--- src/rtl/mem_access.sv ---
// -----------------------------------------------------------------------------
// mem_access - memory-stage access unit of the 5-level MIPS pipeline.
//
// Takes the load/store fields from the EX/MEM register and runs byte, halfword
// and word accesses on a req/ack data bus. The pipeline is held (stall_req)
// until the bus acknowledges, then the writeback triple goes on to MEM/WB.
// Lanes are big-endian: byte offset 0 is bits [31:24].
//
// Ports
//   clk, rst_n            clock, synchronous active-low reset
//   op_i                  op from EX/MEM (E0..EB are loads/stores)
//   num2_i                store data (rt)
//   ram_addr_i            effective byte address
//   en_wd_i               register write enable from EX/MEM
//   desReg_addr_i         destination register
//   result_i              ALU result from EX/MEM
//   mem_hold              controller stall of this stage
//   en_wd_o               write enable to MEM/WB and forwarding
//   desReg_addr_o         destination register, pass-through
//   result_o              writeback data
//   stall_req             stall request to controller
//   bus_req/we/addr/sel/wdata   registered bus request outputs
//   bus_rdata, bus_ack    read data and one-cycle completion pulse
//   excp_adel, excp_ades  misaligned load / store (combinational)
// -----------------------------------------------------------------------------
module mem_access (
    input  logic        clk,
    input  logic        rst_n,
    input  logic [7:0]  op_i,
    input  logic [31:0] num2_i,
    input  logic [31:0] ram_addr_i,
    input  logic        en_wd_i,
    input  logic [4:0]  desReg_addr_i,
    input  logic [31:0] result_i,
    input  logic        mem_hold,
    output logic        en_wd_o,
    output logic [4:0]  desReg_addr_o,
    output logic [31:0] result_o,
    output logic        stall_req,
    output logic        bus_req,
    output logic        bus_we,
    output logic [31:0] bus_addr,
    output logic [3:0]  bus_sel,
    output logic [31:0] bus_wdata,
    input  logic [31:0] bus_rdata,
    input  logic        bus_ack,
    output logic        excp_adel,
    output logic        excp_ades
);

    localparam logic [7:0] OP_LB  = 8'hE0;
    localparam logic [7:0] OP_LH  = 8'hE1;
    localparam logic [7:0] OP_LW  = 8'hE3;
    localparam logic [7:0] OP_LBU = 8'hE4;
    localparam logic [7:0] OP_LHU = 8'hE5;
    localparam logic [7:0] OP_SB  = 8'hE8;
    localparam logic [7:0] OP_SH  = 8'hE9;
    localparam logic [7:0] OP_SW  = 8'hEB;

    localparam logic [1:0] SZ_BYTE = 2'd0;
    localparam logic [1:0] SZ_HALF = 2'd1;
    localparam logic [1:0] SZ_WORD = 2'd2;

    typedef enum logic [1:0] {
        IDLE = 2'd0,
        BUSY = 2'd1,
        DONE = 2'd2
    } state_t;

    // Byte-lane enables for an access of the given size at offset a.
    function automatic logic [3:0] lane_sel(input logic [1:0] size, input logic [1:0] a);
        logic [3:0] sel;
        sel = 4'b1111;
        case (size)
            SZ_BYTE: sel = 4'b1000 >> a;
            SZ_HALF: sel = a[1] ? 4'b0011 : 4'b1100;
            default: sel = 4'b1111;
        endcase
        return sel;
    endfunction

    // Replicate store data across every lane so the slave just honours sel.
    function automatic logic [31:0] lane_wdata(input logic [1:0] size, input logic [31:0] d);
        logic [31:0] w;
        w = d;
        case (size)
            SZ_BYTE: w = {4{d[7:0]}};
            SZ_HALF: w = {2{d[15:0]}};
            default: w = d;
        endcase
        return w;
    endfunction

    // Pull the addressed byte/half out of a read word and extend it.
    function automatic logic [31:0] load_extract(input logic [1:0] size, input logic sext,
                                                 input logic [1:0] a, input logic [31:0] d);
        logic [7:0]  b;
        logic [15:0] h;
        logic [31:0] r;
        b = 8'h00;
        case (a)
            2'd0:    b = d[31:24];
            2'd1:    b = d[23:16];
            2'd2:    b = d[15:8];
            2'd3:    b = d[7:0];
            default: b = 8'h00;
        endcase
        h = a[1] ? d[15:0] : d[31:16];
        case (size)
            SZ_BYTE: r = {{24{sext & b[7]}}, b};
            SZ_HALF: r = {{16{sext & h[15]}}, h};
            default: r = d;
        endcase
        return r;
    endfunction

    state_t      state_r, state_s;
    logic        bus_req_r, bus_req_s;
    logic        bus_we_r, bus_we_s;
    logic [31:0] bus_addr_r, bus_addr_s;
    logic [3:0]  bus_sel_r, bus_sel_s;
    logic [31:0] bus_wdata_r, bus_wdata_s;
    logic [31:0] rdata_r, rdata_s;

    logic        is_load_s;
    logic        is_store_s;
    logic        sext_s;
    logic [1:0]  size_s;
    logic        misalign_s;
    logic        mem_op_s;

    // Opcode decode: load/store class, access size and sign extension.
    always_comb begin
        is_load_s  = 1'b0;
        is_store_s = 1'b0;
        sext_s     = 1'b0;
        size_s     = SZ_WORD;
        case (op_i)
            OP_LB:   begin is_load_s  = 1'b1; sext_s = 1'b1; size_s = SZ_BYTE; end
            OP_LH:   begin is_load_s  = 1'b1; sext_s = 1'b1; size_s = SZ_HALF; end
            OP_LW:   begin is_load_s  = 1'b1; size_s = SZ_WORD; end
            OP_LBU:  begin is_load_s  = 1'b1; size_s = SZ_BYTE; end
            OP_LHU:  begin is_load_s  = 1'b1; size_s = SZ_HALF; end
            OP_SB:   begin is_store_s = 1'b1; size_s = SZ_BYTE; end
            OP_SH:   begin is_store_s = 1'b1; size_s = SZ_HALF; end
            OP_SW:   begin is_store_s = 1'b1; size_s = SZ_WORD; end
            default: begin is_load_s  = 1'b0; is_store_s = 1'b0; end
        endcase
    end

    // Alignment check; a misaligned op never reaches the bus.
    always_comb begin
        if (size_s == SZ_HALF) begin
            misalign_s = ram_addr_i[0];
        end else if (size_s == SZ_WORD) begin
            misalign_s = (ram_addr_i[1:0] != 2'b00);
        end else begin
            misalign_s = 1'b0;
        end
    end

    assign mem_op_s  = (is_load_s | is_store_s) & ~misalign_s;
    assign excp_adel = is_load_s & misalign_s;
    assign excp_ades = is_store_s & misalign_s;

    // Next-state and next bus-register values.
    always_comb begin
        state_s     = state_r;
        bus_req_s   = bus_req_r;
        bus_we_s    = bus_we_r;
        bus_addr_s  = bus_addr_r;
        bus_sel_s   = bus_sel_r;
        bus_wdata_s = bus_wdata_r;
        rdata_s     = rdata_r;
        case (state_r)
            IDLE: begin
                if (mem_op_s) begin
                    state_s     = BUSY;
                    bus_req_s   = 1'b1;
                    bus_we_s    = is_store_s;
                    bus_addr_s  = {ram_addr_i[31:2], 2'b00};
                    bus_sel_s   = lane_sel(size_s, ram_addr_i[1:0]);
                    bus_wdata_s = lane_wdata(size_s, num2_i);
                end else begin
                    state_s = IDLE;
                end
            end
            BUSY: begin
                if (bus_ack) begin
                    state_s   = DONE;
                    bus_req_s = 1'b0;
                    rdata_s   = bus_rdata;
                end else begin
                    state_s = BUSY;
                end
            end
            DONE: begin
                // The op still on the inputs is the finished instruction;
                // it is never reissued, only released when the stage moves.
                if (mem_hold) begin
                    state_s = DONE;
                end else begin
                    state_s = IDLE;
                end
            end
            default: begin
                state_s   = IDLE;
                bus_req_s = 1'b0;
            end
        endcase
    end

    // State and bus registers with synchronous active-low reset.
    always_ff @(posedge clk) begin
        if (!rst_n) begin
            state_r     <= IDLE;
            bus_req_r   <= 1'b0;
            bus_we_r    <= 1'b0;
            bus_addr_r  <= 32'h0000_0000;
            bus_sel_r   <= 4'b0000;
            bus_wdata_r <= 32'h0000_0000;
            rdata_r     <= 32'h0000_0000;
        end else begin
            state_r     <= state_s;
            bus_req_r   <= bus_req_s;
            bus_we_r    <= bus_we_s;
            bus_addr_r  <= bus_addr_s;
            bus_sel_r   <= bus_sel_s;
            bus_wdata_r <= bus_wdata_s;
            rdata_r     <= rdata_s;
        end
    end

    assign bus_req   = bus_req_r;
    assign bus_we    = bus_we_r;
    assign bus_addr  = bus_addr_r;
    assign bus_sel   = bus_sel_r;
    assign bus_wdata = bus_wdata_r;

    // Writeback and stall outputs; loads never forward before their data.
    always_comb begin
        en_wd_o       = en_wd_i;
        desReg_addr_o = desReg_addr_i;
        result_o      = result_i;
        stall_req     = 1'b0;
        case (state_r)
            IDLE: begin
                if (is_load_s | is_store_s) begin
                    en_wd_o   = 1'b0;
                    stall_req = mem_op_s;
                end else begin
                    en_wd_o = en_wd_i;
                end
            end
            BUSY: begin
                en_wd_o   = 1'b0;
                stall_req = 1'b1;
            end
            DONE: begin
                if (is_load_s) begin
                    en_wd_o  = en_wd_i;
                    result_o = load_extract(size_s, sext_s, ram_addr_i[1:0], rdata_r);
                end else begin
                    en_wd_o = 1'b0;
                end
            end
            default: begin
                en_wd_o   = 1'b0;
                stall_req = 1'b0;
            end
        endcase
    end

endmodule
--- config.mk ---
export PLATFORM = sky130hd
export DESIGN_NAME = mem_access
export DESIGN_NICKNAME = d
export VERILOG_FILES = /design/src/rtl/mem_access.sv
export SDC_FILE = /design/constraint.sdc
export NUM_CORES = 1
export LEC_CHECK = 0
export CELL_PAD_IN_SITES_DETAIL_PLACEMENT = 0
export CELL_PAD_IN_SITES_GLOBAL_PLACEMENT = 1
export CORE_ASPECT_RATIO = 0.7
export CORE_UTILIZATION = 31
export DETAILED_ROUTE_END_ITERATION = 10
export PLACE_DENSITY_LB_ADDON = 0.1
export SLEW_MARGIN = 20
export SYNTH_ARGS = -nofsm -noshare
export SYNTH_HDL_FRONTEND = slang
export SYNTH_SLANG_ARGS = --single-unit
--- constraint.sdc ---
create_clock -name clk -period 4.3 [get_ports clk]
set_clock_uncertainty 0.2 [all_clocks]
set_input_delay 0.86 -clock clk [delete_from_list [all_inputs] [get_ports clk]]
set_output_delay 0.86 -clock clk [all_outputs]
set_load 0.005 [all_outputs]
==> metrics.cfg <==
[power]
report.power.total_mw = 2.07
leakage_nw = 2.80
vdd_drop_max_v = 0.000156
power_density_mw_per_mm2 = 249

[synth]
ys.flop_type = dfxtp_1
synth-edff-count = 0
synthTopCellsByArea = dfxtp_1 (38%), nand2_1 (9.7%), mux2i_1 (6.4%), o21ai_1 (4.6%), a21boi_0 (4.5%)
synthCells = 673
synth_area_sq_mm = 0.00532
synth_cell_type_count = 45
synth-seq-cells = 102
yosys-top-cells-count = nand2_1 (138), dfxtp_1 (102), o21ai_1 (49)
yosysWarningCount = 0
syn_avg_cell_area_sq_um = 7.91
synth_top_area_frac = 0.384
synth_most_common_cell = nand2_1
ys_async_sr_fraction = 0
synth.yosys.seq_area_share = 0.384
yosysTopAreaCell = dfxtp_1

[timing]
fin_crit_sh = 0.994
slew_violations = 0
fin_ws_ns = 0.0248
hold_ws_ns = 0.250
slew_headroom = 0.472
max_slew.worst_pin.slew_ns = 0.792
tns_ns = 0
finalCriticalPeriod_ns = 4.28
clock.fmax_mhz = 234
finalSetupViolCount = 0
grt_setup_unrepaired = yes
hold_viol_final = 0

[outcome]
status = finished clean

[flow_run]
maxCapViolCount = 0

[drt]
drc = 0
drt_iter0_markers = 350
viasPerCell = 5.03
wl_mm = 20.4
avgRoutedWirePerCell_um = 18.2
via_count = 5629
top_layer = met4
drt_pass1_iterations = 5
routed-wl-met3_mm = 1.81
wl_met1_mm = 10.1
wl_met2_mm = 8.32
ant_nets = 0

[placement]
place_ws_ns = -0.0658
dp_hpwl_mm = 15.0
dpl_cell_area_sq_mm = 0.00793
gp_congestion = 0.876
dp.cells = 1102
portBuffers = 244

[clock_tree]
ctsHoldBuffers = 0
cts_tree = built
cts_buffer_depth = 2
clk_latency_ns = 0.34
clockRootBuffer = clkbuf_16
cts_max_level = 3
clock-sinks = 102
cts_buffers = 9
path_clk_slew_ns = 0.07

[global_route]
grt_max_degree = 62
grt_pass1_wl_mm = 30.6
grt_pass1_vias = 5430
grt_antenna_before_repair = 0
grt_use_total = 0.226
grt-ovfl-total = 0

[critical_path]
critical_path_class = input port to output pin
crit_slowest_cell = clkdlybuf4s50_1
cp.required_ns = 3.24
crit_path_start_kind = input port
end_kind = output pin
cp_max_fo = 7
cp_top_family = buffers and inverters
critPathBufInv = 3
slowest_delay_ns = 0.52
crit_chain = clkdlybuf4s50_1, nand4b_1, buf_6, nor4_2, and2_1, nor2b_4, a21oi_1, clkdlybuf4s50_1
crit_path_frequent_cell = clkdlybuf4s50_1
worstPathArrival_ns = 3.22

[finish]
final_net_count = 1036
finish.utilization = 0.502
finalNonFillerCells = 1120
fill_cells = 1543
n_antenna_cell = 0
area_delta_synth_final_pct = 56.1
drive_gt1_frac = 0.0860
final_cell_area_sq_mm = 0.00831

[die]
die_h_um = 112
fp-row-count = 39
start_util = 0.322
die_x_um = 159
core_area_sq_mm = 0.0165
die_area_sq_mm = 0.0177
pin_count = 257

[min_path]
hold_path.class = flop to flop

==> routing by layer <==
layer  track usage  up-vias
li1              -     2787
met1         0.329     2650
met2         0.324      181
met3        0.0732       11
met4        0.0397        0
met5             0        -
==> final cells by class <==
class                   instances  area (sq um)  share of cell area
multi-input cells             499          2970               0.358
repair buffers                272          2700               0.324
flip-flops and latches        102          2040               0.246
well taps                     225           282              0.0339
clock buffers                  10           239              0.0288
clock inverters                 6          53.8             0.00647
inverters                       6          22.5             0.00271
==> logic make-up (layout without fill, tap and decap cells) <==
group           after synthesis  after routing  share of synthesized area
compound gates              191            191                      0.234
simple gates                255            255                      0.210
buf+inv                      73            294                     0.0694
flops                       102            102                      0.384
other cells                   1              2                   0.000705
mux                          51             51                      0.102
==> placed cells by master, fill, tap and decap left out, types with 3 or more instances in the layout <==
cell             netlist  routed
a21boi_0              32      32
a21boi_1              30      30
a21oi_1               19      19
a221oi_1               4       3
a22oi_1               10      10
a31oi_1               17      17
and3_1                 4       3
buf_4                 12      25
clkbuf_16              0      10
clkdlybuf4s50_1        0     243
clkinv_4               0       3
dfxtp_1              102     102
inv_1                  5       5
mux2_2                16      16
mux2i_1               34      34
nand2_1              138     137
nand3_1               35      35
nand4_1               19      19
nor2_1                40      39
nor3_1                 4       3
o211ai_1               8       8
o21a_1                 3       3
o21ai_0                8       7
o21ai_1               49      50
==> where the power goes <==
group          switching (mW)  total [mW]  internal, mW  leakage [nW]
logic                   0.113       0.305         0.192          1.84
registers             0.00256       0.950         0.947         0.822
clock network           0.394       0.813         0.419         0.141
==> tightest hold or removal path, stage by stage, from the launching register on <==
cell     delay [ns]
dfxtp_1        0.31
nand2_1        0.05
o21ai_1        0.05
==> path summary, 6_finish.rpt <==
check | from | to | slack, ns | depth (start not counted)
worst min-delay path | bus_wdata[2]$_SDFFE_PN0P_ | bus_wdata[2]$_SDFFE_PN0P_ | 0.25 | 2
worst max register to register | state_r[1]$_SDFF_PN0_ | bus_wdata[24]$_SDFFE_PN0P_ | 2.05 | 7
worst max-delay path | op_i[4] | result_o[13] | 0.02 | 8
worst min register to register | bus_wdata[2]$_SDFFE_PN0P_ | bus_wdata[2]$_SDFFE_PN0P_ | 0.25 | 2
==> repair_timing <==
item,in CTS,in global routing
endpoints found under the setup margin,20,32
gates resized for setup,3,9
hold endpoints to repair,0,0
setup buffers,0,1
gates cloned,0,1
pin swaps,0,1
==> sequential cells by signal, summed over array words and instances, names as in the netlist <==
name	cells
bus_req	1
bus_we	1
bus_wdata	32
state_r	2
bus_sel	4
rdata_r	32
bus_addr	30
No activity file was read; power rests on OpenSTA's default activity.
